$ cat src/rtl/mips_dbg_pkg.sv
// Shared tags and FSM encoding for the MIPS state dump engine.
// MIPS_DUMP_CHECKSUM_EN adds the checksum state.
package mips_dbg_pkg;

  localparam logic [1:0] TAG_REG  = 2'd0;
  localparam logic [1:0] TAG_MEM  = 2'd1;
  localparam logic [1:0] TAG_CSUM = 2'd2;

  typedef enum logic [2:0] {
    ST_IDLE,
    ST_SETTLE,
    ST_REGS,
    ST_MEM,
`ifdef MIPS_DUMP_CHECKSUM_EN
    ST_CSUM,
`endif
    ST_DONE
  } dump_state_t;

endpackage

$ cat src/rtl/dump_out_reg.sv
// Valid/ready holding register for one dump record.
// load_en tells the producer that its record was captured.
module dump_out_reg #(
  parameter int TAG_W  = 2,
  parameter int ADDR_W = 8,
  parameter int DATA_W = 16
) (
  input  logic              clock,
  input  logic              reset_n,
  input  logic              in_valid,
  input  logic [TAG_W-1:0]  in_tag,
  input  logic [ADDR_W-1:0] in_addr,
  input  logic [DATA_W-1:0] in_data,
  input  logic              out_ready,
  output logic              load_en,
  output logic              out_valid,
  output logic [TAG_W-1:0]  out_tag,
  output logic [ADDR_W-1:0] out_addr,
  output logic [DATA_W-1:0] out_data
);

  assign load_en = in_valid && (!out_valid || out_ready);

  always_ff @(posedge clock or negedge reset_n) begin
    if (!reset_n) begin
      out_valid <= 1'b0;
      out_tag   <= '0;
      out_addr  <= '0;
      out_data  <= '0;
    end else if (load_en) begin
      out_valid <= 1'b1;
      out_tag   <= in_tag;
      out_addr  <= in_addr;
      out_data  <= in_data;
    end else if (out_ready) begin
      out_valid <= 1'b0;
    end
  end

endmodule

$ cat src/rtl/mips_state_dump.sv
// Halts the core and streams register file then data memory.
// MIPS_DUMP_CHECKSUM_EN appends a wrapping-sum record.
module mips_state_dump
  import mips_dbg_pkg::*;
#(
  parameter int DATA_W    = 16,
  parameter int REG_AW    = 4,
  parameter int MEM_AW    = 8,
  parameter int MEM_WORDS = 2**MEM_AW,
  parameter int ADDR_W    = (REG_AW > MEM_AW) ? REG_AW : MEM_AW
) (
  input  logic              clock,
  input  logic              reset_n,
  input  logic              start,
  output logic              halt,
  output logic              busy,
  output logic              done,
  output logic [REG_AW-1:0] reg_rd_addr,
  input  logic [DATA_W-1:0] reg_rd_data,
  output logic [MEM_AW-1:0] mem_rd_addr,
  input  logic [DATA_W-1:0] mem_rd_data,
  output logic              out_valid,
  input  logic              out_ready,
  output logic [1:0]        out_tag,
  output logic [ADDR_W-1:0] out_addr,
  output logic [DATA_W-1:0] out_data
);

  localparam logic [MEM_AW-1:0] MEM_LAST = MEM_AW'(MEM_WORDS - 1);

  dump_state_t       state, state_d;
  logic [REG_AW-1:0] reg_cnt, reg_cnt_d;
  logic [MEM_AW-1:0] mem_cnt, mem_cnt_d;
  logic              fin, fin_d;
  logic              in_valid, load_en, drained;
  logic [1:0]        in_tag;
  logic [ADDR_W-1:0] in_addr;
  logic [DATA_W-1:0] in_data;

  assign drained = out_valid && out_ready;

`ifdef MIPS_DUMP_CHECKSUM_EN
  logic [DATA_W-1:0] sum;

  always_ff @(posedge clock or negedge reset_n) begin
    if (!reset_n)
      sum <= '0;
    else if (state == ST_SETTLE)
      sum <= '0;
    else if (load_en && in_tag != TAG_CSUM)
      sum <= sum + in_data;
  end
`endif

  always_ff @(posedge clock or negedge reset_n) begin
    if (!reset_n) begin
      state   <= ST_IDLE;
      reg_cnt <= '0;
      mem_cnt <= '0;
      fin     <= 1'b0;
    end else begin
      state   <= state_d;
      reg_cnt <= reg_cnt_d;
      mem_cnt <= mem_cnt_d;
      fin     <= fin_d;
    end
  end

  // fin: final record of the scan captured, wait for its drain
  always_comb begin
    state_d   = state;
    reg_cnt_d = reg_cnt;
    mem_cnt_d = mem_cnt;
    fin_d     = fin;
    in_valid  = 1'b0;
    in_tag    = TAG_REG;
    in_addr   = '0;
    in_data   = '0;
    unique case (state)
      ST_IDLE:
        if (start) state_d = ST_SETTLE;
      ST_SETTLE: begin
        reg_cnt_d = '0;
        mem_cnt_d = '0;
        fin_d     = 1'b0;
        state_d   = ST_REGS;
      end
      ST_REGS: begin
        in_valid = 1'b1;
        in_addr  = ADDR_W'(reg_cnt);
        in_data  = reg_rd_data;
        if (load_en) begin
          reg_cnt_d = reg_cnt + 1'b1;
          if (reg_cnt == '1) begin
            reg_cnt_d = '0;
            state_d   = ST_MEM;
          end
        end
      end
      ST_MEM: begin
        in_valid = !fin;
        in_tag   = TAG_MEM;
        in_addr  = ADDR_W'(mem_cnt);
        in_data  = mem_rd_data;
        if (load_en) begin
          mem_cnt_d = mem_cnt + 1'b1;
          if (mem_cnt == MEM_LAST) begin
            mem_cnt_d = '0;
`ifdef MIPS_DUMP_CHECKSUM_EN
            state_d = ST_CSUM;
`else
            fin_d = 1'b1;
`endif
          end
        end else if (fin && drained) begin
          fin_d   = 1'b0;
          state_d = ST_DONE;
        end
      end
`ifdef MIPS_DUMP_CHECKSUM_EN
      ST_CSUM: begin
        in_valid = !fin;
        in_tag   = TAG_CSUM;
        in_data  = sum;
        if (load_en) begin
          fin_d = 1'b1;
        end else if (fin && drained) begin
          fin_d   = 1'b0;
          state_d = ST_DONE;
        end
      end
`endif
      ST_DONE:
        state_d = ST_IDLE;
      default:
        state_d = ST_IDLE;
    endcase
  end

  assign halt = (state != ST_IDLE);
  assign busy = (state != ST_IDLE);
  assign done = (state == ST_DONE);

  assign reg_rd_addr = (state == ST_REGS) ? reg_cnt : '0;
  assign mem_rd_addr = (state == ST_MEM)  ? mem_cnt : '0;

  dump_out_reg #(
    .TAG_W (2),
    .ADDR_W(ADDR_W),
    .DATA_W(DATA_W)
  ) u_out (
    .clock    (clock),
    .reset_n  (reset_n),
    .in_valid (in_valid),
    .in_tag   (in_tag),
    .in_addr  (in_addr),
    .in_data  (in_data),
    .out_ready(out_ready),
    .load_en  (load_en),
    .out_valid(out_valid),
    .out_tag  (out_tag),
    .out_addr (out_addr),
    .out_data (out_data)
  );

endmodule
$ cat config.mk
export PLATFORM = sky130hd
export DESIGN_NAME = mips_state_dump
export DESIGN_NICKNAME = d
export VERILOG_FILES = /design/src/rtl/mips_dbg_pkg.sv /design/src/rtl/dump_out_reg.sv /design/src/rtl/mips_state_dump.sv
export SDC_FILE = /design/constraint.sdc
export NUM_CORES = 1
export LEC_CHECK = 0
export ABC_AREA = 1
export CAP_MARGIN = 15
export CORE_ASPECT_RATIO = 1.5
export CORE_MARGIN = 1.5
export CORE_UTILIZATION = 40
export CTS_CLUSTER_DIAMETER = 150
export DETAILED_ROUTE_END_ITERATION = 10
export DONT_BUFFER_PORTS = 1
export PLACE_DENSITY = 0.6
export SLEW_MARGIN = 30
export SYNTH_ARGS = -nofsm -noshare
export SYNTH_HDL_FRONTEND = slang
export SYNTH_SLANG_ARGS = --single-unit
$ cat constraint.sdc
create_clock -name clock -period 3.05 [get_ports clock]
set_clock_uncertainty 0.1 [all_clocks]
set_input_delay 0.305 -clock clock [delete_from_list [all_inputs] [get_ports clock]]
set_output_delay 0.305 -clock clock [all_outputs]
set_load 0.01 [all_outputs]
==> key figures <==
Outcome
  – Outcome: complete, no violations

Detailed routing
  – Initial detailed-routing violation count: 39
  – Via count: ~1700
  – Routed Antenna Nets: 0
  – DR vias/cell: 4.93
  – Drt pass-1 iters: 4
  – Detailed Route WL: 4590 um
  – DR DRC count: 0
  – Wire length per cell: 13.5 um

GRT
  – First-pass GRT wire length: 7720 um
  – Global-route usage over all layers: roughly 17%
  – Largest net degree at the start of global routing: 43
  – GRT Residual Overflow: 0
  – Initial antenna violation count: 0
  – Vias in the first global route: 1631

Yosys
  – Yosys cell types: 23
  – Mapped Nets: between 300 and 400
  – Yosys Warn Count: 0
  – Seq cells post-synth: 42
  – Cells after Synth: 274
  – Register area share after synthesis: between 40% and 50%
  – Average size of a mapped cell: 7.79 um2
  – Post-Syn Area: between 2000 and 2500 um2

Clock tree
  – Num CTS Buffers: 5
  – Worst skew pair latency: roughly 0.29 ns
  – Post-CTS sizing: 0
  – Clock buffer depth: 2
  – CTS tree: done
  – Root buf cell: clkbuf_8
  – H-tree Lvls: 2
  – Clk sinks: 42
  – Postcts setup bufs: 0
  – Clock slew at reported path FFs: approximately 0.080 ns

Finish
  – Layout Cells excl Fill: 340
  – Reg area: 1050 um2
  – Commonest cells after routing, fill and taps aside: nand2_1, dfrtp_1, nor2_1, nand3_1, inv_1
  – Layout area overhead: 5.33%
  – NumNets Final: between 300 and 400
  – Area occupied by multi-input gates: ~900 um2
  – Most common cell after layout, fill and taps aside: nand2_1
  – FILL cells: around 540
  – Share of cells above drive strength 1: under 10%
  – Final Util: between 40 and 50%
  – Antenna diodes: 0

Setup path
  – CP Capture Type: output pin
  – Critical Path Start Type: flop
  – CP Class: reg -> out
  – Worst R2R Path Depth: 7
  – CP arrival: about 1.6 ns
  – CP required: 2.64 ns
  – Crit-path max FO: 14

Power and ir drop
  – Pwr/cell area: 978 nW/um2
  – Pwr Total: around 2200 uW
  – Max VDD drop: around 0.42 mV
  – Leak: between 0.001 and 0.0015 uW

Floorplanning
  – Die width: 62.6 um
  – Row count: 32
  – Die height: a little over 90 um
  – Initial core utilization: 41.7%
  – I/O pins: slightly below 80
  – Die area: ~5800 um2
  – Core Region: ~5000 um2

Place
  – Placed Cells: 330
  – DPL Wire Length: between 3000 and 4000 um
  – RD Place Congestion: just under 0.8
  – Port bufs: 0

Timing
  – Slew headroom: about two thirds
  – Worst-Margin Slew: 0.503 ns
  – Final setup fails: 0
  – Hold Violations, Final: 0
  – Tmin final: 2.00 ns
  – Max-slew violations: 0
  – Period utilization: 65.6%
  – Min Hold Slack: 0.0260 ns
  – RSZ-0062 raised after global routing: false
  – Maximum clock frequency: roughly 500 MHz
  – Setup TNS: 0 ns

Min path
  – Tightest Hold Check Type: in -> reg
  – Hold Path Cell Cnt: 2

Run
  – Max-Cap Viols: 0
[registers in the layout, summed over array words and instances, names as in the netlist]
name and cells:
u_out.out_tag 1, fin 1, reg_cnt 4, u_out.out_addr 8, mem_cnt 8, u_out.out_valid 1
state 3, u_out.out_data 16
[metal layers]
layer / GRT usage, % / routed length [um] / up-vias / share of wire, %
li1: - / - / 841 / -
met1: 17.9 / 1810 / 765 / 39
met2: 31.5 / 2420 / 63 / 53
met3: 6.08 / 290 / 6 / 6.3
met4: 5.56 / 63 / 0 / 1.4
met5: 0 / 0 / - / 0
[worst max-delay path, cell delays in order, from the launching register on]
cell	delay, ns
dfrtp_1	0.45
nand2_2	0.10
nor2_4	0.16
inv_1	0.26
nor2_1	0.33
[Yosys cell counts (all sizes together)]
cell    number  share of area [%]
xor2         3                1.2
a21oi        4               0.94
nand4        1               0.29
nor2        30                6.0
nor3         1               0.23
buf         12                4.5
nand3b       1               0.35
ha           2                1.2
inv         24                4.2
nand3       25                5.9
nor3b        1               0.35
dfrtp       42                 49
a22oi        3                1.1
o21ai       14                3.3
conb         1               0.18
nand2      110                 21
[final timing paths]
kind	from	to	slack [ns]
max in group asynchronous	reset_n	mem_cnt[5]$_DFFE_PN0P_	2.27
worst min register to register	fin$_DFFE_PN0P_	fin$_DFFE_PN0P_	0.39
worst min-delay path	mem_rd_data[9]	u_out.out_data[9]$_DFFE_PN0P_	0.03
worst max-delay path	state[1]$_DFFE_PN0P_	mem_rd_addr[7]	1.05
worst max register to register	state[2]$_DFFE_PN0P_	fin$_DFFE_PN0P_	1.10
min in group asynchronous	reset_n	u_out.out_addr[5]$_DFFE_PN0P_	0.38
[cell type report]
type,instances,share of cell area (%)
Clock buffer,6,3.67
Sequential cell,42,46.7
Tap cell,68,3.78
Inverter,24,4.01
Clock inverter,2,0.556
Multi-Input combinational cell,196,39.9
Timing Repair Buffer,2,1.34
[kinds of logic (layout without fill, tap and decap cells)]
family / after synthesis / count (layout) / synth area share (%)
buffers and inverters: 36 / 34 / 8.73
XOR/XNOR: 3 / 3 / 1.23
other: 1 / 1 / 0.176
flip-flops: 42 / 42 / 49.2
AO/OA/AOI/OAI: 21 / 21 / 5.28
adder cells (fa/ha/maj): 2 / 2 / 1.17
AND/OR/NAND/NOR: 169 / 169 / 34.2
[repair_timing]
item / 4_1_cts / 5_1_grt
hold buffers: 2 / 0
endpoints found under the hold margin: 42 / 0
setup endpoints to repair: 0 / 0
[metrics by stage]
step / setup slack (ns) / cell area (um2)
3_5_place_dp: 1.09 / 2120
5_1_grt: 0.903 / 2250
3_3_place_gp: 1.17 / 2120
6_report: 1.05 / 2250
2_1_floorplan: 1.49 / 2130
4_1_cts: 1.03 / 2250
[report_power, final]
group	internal, uW	switching, uW
registers	739	199
logic	249	638
clock network	182	192
No activity file was read; power rests on OpenSTA's default activity.
